===== config.mk =====
export PLATFORM = sky130hd
export DESIGN_NAME = vec_word_assembler
export DESIGN_NICKNAME = d
export VERILOG_FILES = /design/src/rtl/vec_word_assembler_pkg.sv /design/src/rtl/vec_word_assembler.sv
export SDC_FILE = /design/constraint.sdc
export NUM_CORES = 1
export LEC_CHECK = 0
export ABC_AREA = 1
export CAP_MARGIN = 15
export CORE_MARGIN = 4
export CORE_UTILIZATION = 49
export CTS_CLUSTER_SIZE = 10
export DETAILED_ROUTE_END_ITERATION = 8
export PLACE_DENSITY = 0.78
export SETUP_SLACK_MARGIN = 0.1
export SYNTH_ARGS = -nofsm -noshare
export SYNTH_HDL_FRONTEND = slang
export SYNTH_SLANG_ARGS = --single-unit
export TNS_END_PERCENT = 50

===== constraint.sdc =====
create_clock -name clk -period 1.9 [get_ports clk]
set_clock_uncertainty 0.05 [all_clocks]
set_input_delay 0.38 -clock clk [delete_from_list [all_inputs] [get_ports clk]]
set_output_delay 0.38 -clock clk [all_outputs]
set_load 0.01 [all_outputs]

===== src/rtl/vec_word_assembler_pkg.sv =====
// Shared types and defaults for the word-to-vector assembler.
// Holds the default geometry, the FSM state type and the slot-counter width helper.
package vec_asm_pkg;

  localparam int WORD_W_DEF = 32;
  localparam int NWORDS_DEF = 4;

  typedef enum logic {
    FILL = 1'b0,
    FULL = 1'b1
  } vec_asm_state_t;

  // Slot counter width; never narrower than one bit.
  function automatic int cnt_width(input int n);
    return (n <= 2) ? 1 : $clog2(n);
  endfunction

endpackage


===== src/rtl/vec_word_assembler.sv =====
// Packs NWORDS narrow words (word 0 lowest) into one vector on valid/ready handshakes.
// Optional framing check via macro VEC_ASM_FRAME_CHECK_EN (undefined: in_last ignored, frame_err 0).
module vec_word_assembler
  import vec_asm_pkg::*;
#(
  parameter int WORD_W = WORD_W_DEF,
  parameter int NWORDS = NWORDS_DEF
) (
  input  logic                     clk,
  input  logic                     rst_n,
  input  logic                     in_valid_i,
  output logic                     in_ready_o,
  input  logic [WORD_W-1:0]        in_word_i,
  input  logic                     in_last_i,
  output logic                     out_valid_o,
  input  logic                     out_ready_i,
  output logic [WORD_W*NWORDS-1:0] out_vec_o,
  output logic                     frame_err_o
);

  localparam int VEC_W = WORD_W * NWORDS;
  localparam int CNT_W = cnt_width(NWORDS);
  localparam logic [CNT_W-1:0] LAST_SLOT = CNT_W'(NWORDS - 1);

  vec_asm_state_t   state_q, state_d;
  logic [CNT_W-1:0] cnt_q, cnt_d;
  logic [VEC_W-1:0] vec_q, vec_d;
  logic             valid_q, valid_d;
  logic             accept_s;
  logic             drain_s;
  logic [CNT_W-1:0] slot_s;

  // While FULL, a word can only enter together with the drain, so it lands in slot 0.
  assign in_ready_o = (state_q == FILL) ? 1'b1 : out_ready_i;
  assign accept_s   = in_valid_i && in_ready_o;
  assign drain_s    = (state_q == FULL) && out_ready_i;
  assign slot_s     = (state_q == FULL) ? {CNT_W{1'b0}} : cnt_q;

`ifdef VEC_ASM_FRAME_CHECK_EN
  logic ferr_q, ferr_d;

  // Sticky framing error: early last or missing last on the final slot.
  always_comb begin
    ferr_d = ferr_q;
    if (accept_s) begin
      if (in_last_i && (slot_s != LAST_SLOT)) begin
        ferr_d = 1'b1;
      end else if (!in_last_i && (slot_s == LAST_SLOT)) begin
        ferr_d = 1'b1;
      end else begin
        ferr_d = ferr_q;
      end
    end else begin
      ferr_d = ferr_q;
    end
  end

  // Framing error register, cleared only by reset.
  always_ff @(posedge clk or negedge rst_n) begin
    if (!rst_n) begin
      ferr_q <= 1'b0;
    end else begin
      ferr_q <= ferr_d;
    end
  end

  assign frame_err_o = ferr_q;
`else
  logic unused_last_s;
  assign unused_last_s = in_last_i;
  assign frame_err_o   = 1'b0;
`endif

  // Next-state logic for FSM, slot counter, vector storage and output valid.
  always_comb begin
    state_d = state_q;
    cnt_d   = cnt_q;
    vec_d   = vec_q;
    valid_d = valid_q;
    if (drain_s) begin
      state_d = FILL;
      valid_d = 1'b0;
    end else begin
      state_d = state_q;
    end
    if (accept_s) begin
      vec_d[int'(slot_s)*WORD_W +: WORD_W] = in_word_i;
      if (slot_s == LAST_SLOT) begin
        cnt_d   = {CNT_W{1'b0}};
        valid_d = 1'b1;
        state_d = FULL;
      end else begin
        cnt_d = slot_s + CNT_W'(1);
      end
`ifdef VEC_ASM_FRAME_CHECK_EN
      // Early last discards the partial vector.
      if (in_last_i && (slot_s != LAST_SLOT)) begin
        cnt_d = {CNT_W{1'b0}};
      end else begin
        cnt_d = cnt_d;
      end
`endif
    end else begin
      cnt_d = cnt_q;
    end
  end

  // State registers.
  always_ff @(posedge clk or negedge rst_n) begin
    if (!rst_n) begin
      state_q <= FILL;
      cnt_q   <= {CNT_W{1'b0}};
      vec_q   <= {VEC_W{1'b0}};
      valid_q <= 1'b0;
    end else begin
      state_q <= state_d;
      cnt_q   <= cnt_d;
      vec_q   <= vec_d;
      valid_q <= valid_d;
    end
  end

  assign out_valid_o = valid_q;
  assign out_vec_o   = vec_q;

endmodule


==> results by group <==
Placement
  – Total of buffers placed on input and output ports: 165
  – Estimated wirelength of the detail-placed design: approximately 13000 µm
  – Final weighted congestion in routability-driven placement: just under 0.9
  – Number of placed instances with taps included: around 1100

Timing
  – Period Utilization, post-route: 94.4%
  – Setup Viol. Count Final: 0
  – Final hold violation count: 0
  – Measured slew at the worst slew-check pin: 525 ps
  – Unrepaired setup endpoints after global routing: yes
  – Setup TNS: 0 ps
  – Time the worst path needs with I/O delays and setup: 1790 ps
  – Highest clock frequency the design can meet: 558 MHz
  – Remaining max-slew budget at the tightest pin: 65.0%
  – Max-slew violations: 0

Detailed routing
  – Highest signal layer in the routed design: met4
  – Wire length reported by the detailed router: 18900 µm
  – Routed wl met2: 8540 µm
  – Vias per inst: 5.14
  – Remaining antenna violation count after routing: 0
  – WL per Instance: 16.5 µm
  – Violation count after the first detailed-route iteration: 599
  – Wire length on met3: 1510 µm
  – Post-detailed-route DRC marker count: 0
  – Number of search-and-repair iterations in the first detailed-routing pass: 5
  – Total via count in the routed design: 5895
  – Wl on met1: 8510 µm

Min path
  – Hold Path Class: reg -> reg

Global route
  – Number of global-route vias before repair: 5630
  – Total GRT Usage: between 20% and 30%
  – GR Overflow Total: 0
  – Initial antenna violation count: 0
  – Global-route wire length before repair: between 20000 and 30000 µm
  – Maximum number of pins on one net before global-route repair: 51

Power
  – Internal Dissipation: 0.00915 W
  – Part of the power in the clock network: 23.0%
  – Net Switching: about 0.0063 W
  – Worst voltage drop across the vdd grid: 0.00131 V
  – Power per unit of standard cell area: 1710 nW/µm²
  – Sequential cell fraction of total power: approximately a quarter
  – Share of total power consumed by net switching: 40.7%
  – Share of total power in combinational logic: 51.0%
  – Static power due to leakage: 4.27 nW

Final layout
  – Relative area change from synthesis to final layout: 45.5%
  – Final std cells w/o fill: 1148
  – Diodes inserted: 0
  – Nets: 1011
  – Layout cells sized above 1: under 10%
  – Filler cell count: 910

Clock tree
  – Maximum buffer depth of the clock tree: 2
  – # Post-CTS Setup Buffers: 0
  – Latest clock arrival within the worst-skew pair: 420 ps
  – Clock transition time at the flip-flop clock pins of the worst setup and hold paths: about 60 ps
  – Htree depth: 4
  – Clock tree sinks: ~130
  – Root buffer cell: sky130_fd_sc_hd__clkbuf_16
  – CTS tree: yes
  – Total clock buffers created by CTS: 17

Floorplan
  – I/O Pins: 168
  – Placeable Area: around 12000 µm²
  – Die Outline Area: approximately 14000 µm²
  – Vert. Die Dim: 120 µm
  – Number of core rows: 40
  – Initial Utilization: 50.9%
  – Die width: around 120 µm

Worst setup path
  – Crit Path Class: reg -> out
  – Worst EP required: roughly 1500 ps
  – Critical path peak fanout: 2
  – Standard cell with the maximum stage delay on the critical path: sky130_fd_sc_hd__clkdlybuf4s50_1
  – Critical path startpoint category: flip-flop
  – Largest delay contributor family on the critical path: buffers and inverters
  – Critical path capture point type: output port
  – Crit-path max cell delay: ~550 ps
  – CP arrival: between 1000 and 1500 ps
  – Count of buffering cells on the critical path with inverters included: 1
  – Ordered list of cells on the worst path: clkdlybuf4s50_1

Logic synthesis
  – Synthesized net count: 845
  – Area leader, netlist: sky130_fd_sc_hd__dfrtp_1
  – Biggest area contributors in the synthesized netlist: sky130_fd_sc_hd__dfrtp_1, sky130_fd_sc_hd__nand2_1, sky130_fd_sc_hd__nand3_1
  – Number of distinct library cells after synthesis: 20
  – Share of the synthesized area in the top cell type: 53.4%
  – Gate count of the mapped netlist: 802
  – Share of synthesized area occupied by flip-flops and latches: 53.4%
  – Post-Synthesis Cell Area: 6190 µm²
  – Mean cell area of the mapped netlist: 7.71 µm²
  – Yosys warning total: 0
  – Flip-flop and latch count after synthesis: 132

Run
  – Maximum Capacitance Violations: 0

Outcome
  – Result of the run: completed
==> Yosys cell counts <==
library cell / instances
sky130_fd_sc_hd__o21ai_1: 18
sky130_fd_sc_hd__conb_1: 1
sky130_fd_sc_hd__a21oi_1: 2
sky130_fd_sc_hd__inv_1: 70
sky130_fd_sc_hd__inv_2: 3
sky130_fd_sc_hd__nor2_4: 1
sky130_fd_sc_hd__nand3_1: 95
sky130_fd_sc_hd__dfrtp_1: 132
sky130_fd_sc_hd__buf_2: 35
sky130_fd_sc_hd__nand2_1: 262
sky130_fd_sc_hd__clkbuf_1: 10
sky130_fd_sc_hd__buf_1: 1
sky130_fd_sc_hd__nor2_2: 3
sky130_fd_sc_hd__buf_4: 7
sky130_fd_sc_hd__nand3_2: 2
sky130_fd_sc_hd__ha_1: 6
sky130_fd_sc_hd__clkbuf_2: 2
sky130_fd_sc_hd__nor2_1: 98
sky130_fd_sc_hd__nand2_2: 4
sky130_fd_sc_hd__o21ai_0: 50
==> registers in the layout, summed over array words and instances (netlist names) <==
| name | flops |
|---|---|
| out_valid_o | 1 |
| state_q | 1 |
| cnt_q | 2 |
| out_vec_o | 128 |
==> logic make-up (layout without fill, tap and decap cells) <==
kind of cell    Yosys count  in the layout  synth area share, %
flops                   132            132                 53.4
other cells               1              1               0.0606
simple gates            465            465                 30.7
buf+inv                 128            306                 8.94
fa+ha+maj                 6              6                 1.21
compound gates           70             70                 5.66
==> repair_timing <==
action / 4_1_cts / 5_1_grt
gates cloned: 0 / 2
endpoints found under the hold margin: 31 / 0
hold buffers: 1 / 0
pin swaps: 0 / 0
gates resized for setup: 8 / 24
endpoints found under the setup margin: 70 / 155
==> path summary, 6_finish.rpt <==
path / cells past startpoint / endpoint / slack (ps) / from
max in group asynchronous: 3 / out_vec_o[115]$_DFFE_PN0P_ / 730 / rst_n
setup reg to reg: 8 / out_vec_o[51]$_DFFE_PN0P_ / 180 / state_q$_DFF_PN0_
hold / removal: 2 / out_vec_o[19]$_DFFE_PN0P_ / 420 / out_vec_o[19]$_DFFE_PN0P_
hold reg to reg: 2 / out_vec_o[19]$_DFFE_PN0P_ / 420 / out_vec_o[19]$_DFFE_PN0P_
setup / recovery: 1 / out_vec_o[109] / 110 / out_vec_o[109]$_DFFE_PN0P_
min in group asynchronous: 2 / out_vec_o[34]$_DFFE_PN0P_ / 430 / rst_n
==> per-layer routing <==
| layer | up-vias | track usage (%) |
|---|---|---|
| li1 | 2814 | - |
| met1 | 2775 | 39.1 |
| met2 | 278 | 37.9 |
| met3 | 28 | 5.71 |
| met4 | 0 | 9.49 |
| met5 | - | 0 |
==> layout by cell type (no fill, tap or decap), types with 5 or more instances in the layout <==
| cell type | Yosys | routed |
|---|---|---|
| sky130_fd_sc_hd__buf_12 | 0 | 14 |
| sky130_fd_sc_hd__buf_4 | 7 | 19 |
| sky130_fd_sc_hd__clkbuf_16 | 0 | 19 |
| sky130_fd_sc_hd__clkbuf_8 | 0 | 5 |
| sky130_fd_sc_hd__clkdlybuf4s50_1 | 0 | 163 |
| sky130_fd_sc_hd__dfrtp_1 | 132 | 132 |
| sky130_fd_sc_hd__inv_1 | 70 | 70 |
| sky130_fd_sc_hd__nand2_1 | 262 | 261 |
| sky130_fd_sc_hd__nand3_1 | 95 | 95 |
| sky130_fd_sc_hd__nor2_1 | 98 | 85 |
| sky130_fd_sc_hd__nor2_2 | 3 | 13 |
| sky130_fd_sc_hd__o21ai_0 | 50 | 47 |
| sky130_fd_sc_hd__o21ai_1 | 18 | 21 |
==> power groups by stage <==
stage / Sequential [W] / Clock [W] / Combinational [W]
finish: 0.00401 / 0.00355 / 0.00788
floorplan: 0.00429 / 0 / 0.00371
global placement: 0.00402 / 0 / 0.00713
CTS: 0.00399 / 0.00359 / 0.00744
detailed placement: 0.00402 / 0 / 0.00726
global route: 0.00411 / 0.00372 / 0.00855
==> stage by stage <==
stage | instance area [µm²] | worst slack, ps | hold slack, ps | power, W | utilization, %
2_1_floorplan | 6190 | 165 | 34.4 | 0.00800 | -
3_5_place_dp | 8190 | -57.9 | 337 | 0.0113 | 67.4
6_report | 9000 | 107 | 419 | 0.0154 | 74.0
5_1_grt | 9000 | 68.4 | 439 | 0.0164 | 74.0
3_3_place_gp | 8190 | 1.44 | 341 | 0.0111 | 67.4
4_1_cts | 8880 | 74.1 | 421 | 0.0150 | 73.0
==> area by class of cell <==
class,instances,area [µm²],share of cell area [%]
Tap cell,168,210,2.34
Inverter,73,274,3.04
Clock buffer,23,498,5.53
Timing Repair Buffer,202,2150,23.9
Sequential cell,132,3300,36.7
Multi-Input combinational cell,542,2420,26.8
Clock inverter,8,146,1.63
No activity file was read; power rests on OpenSTA's default activity.
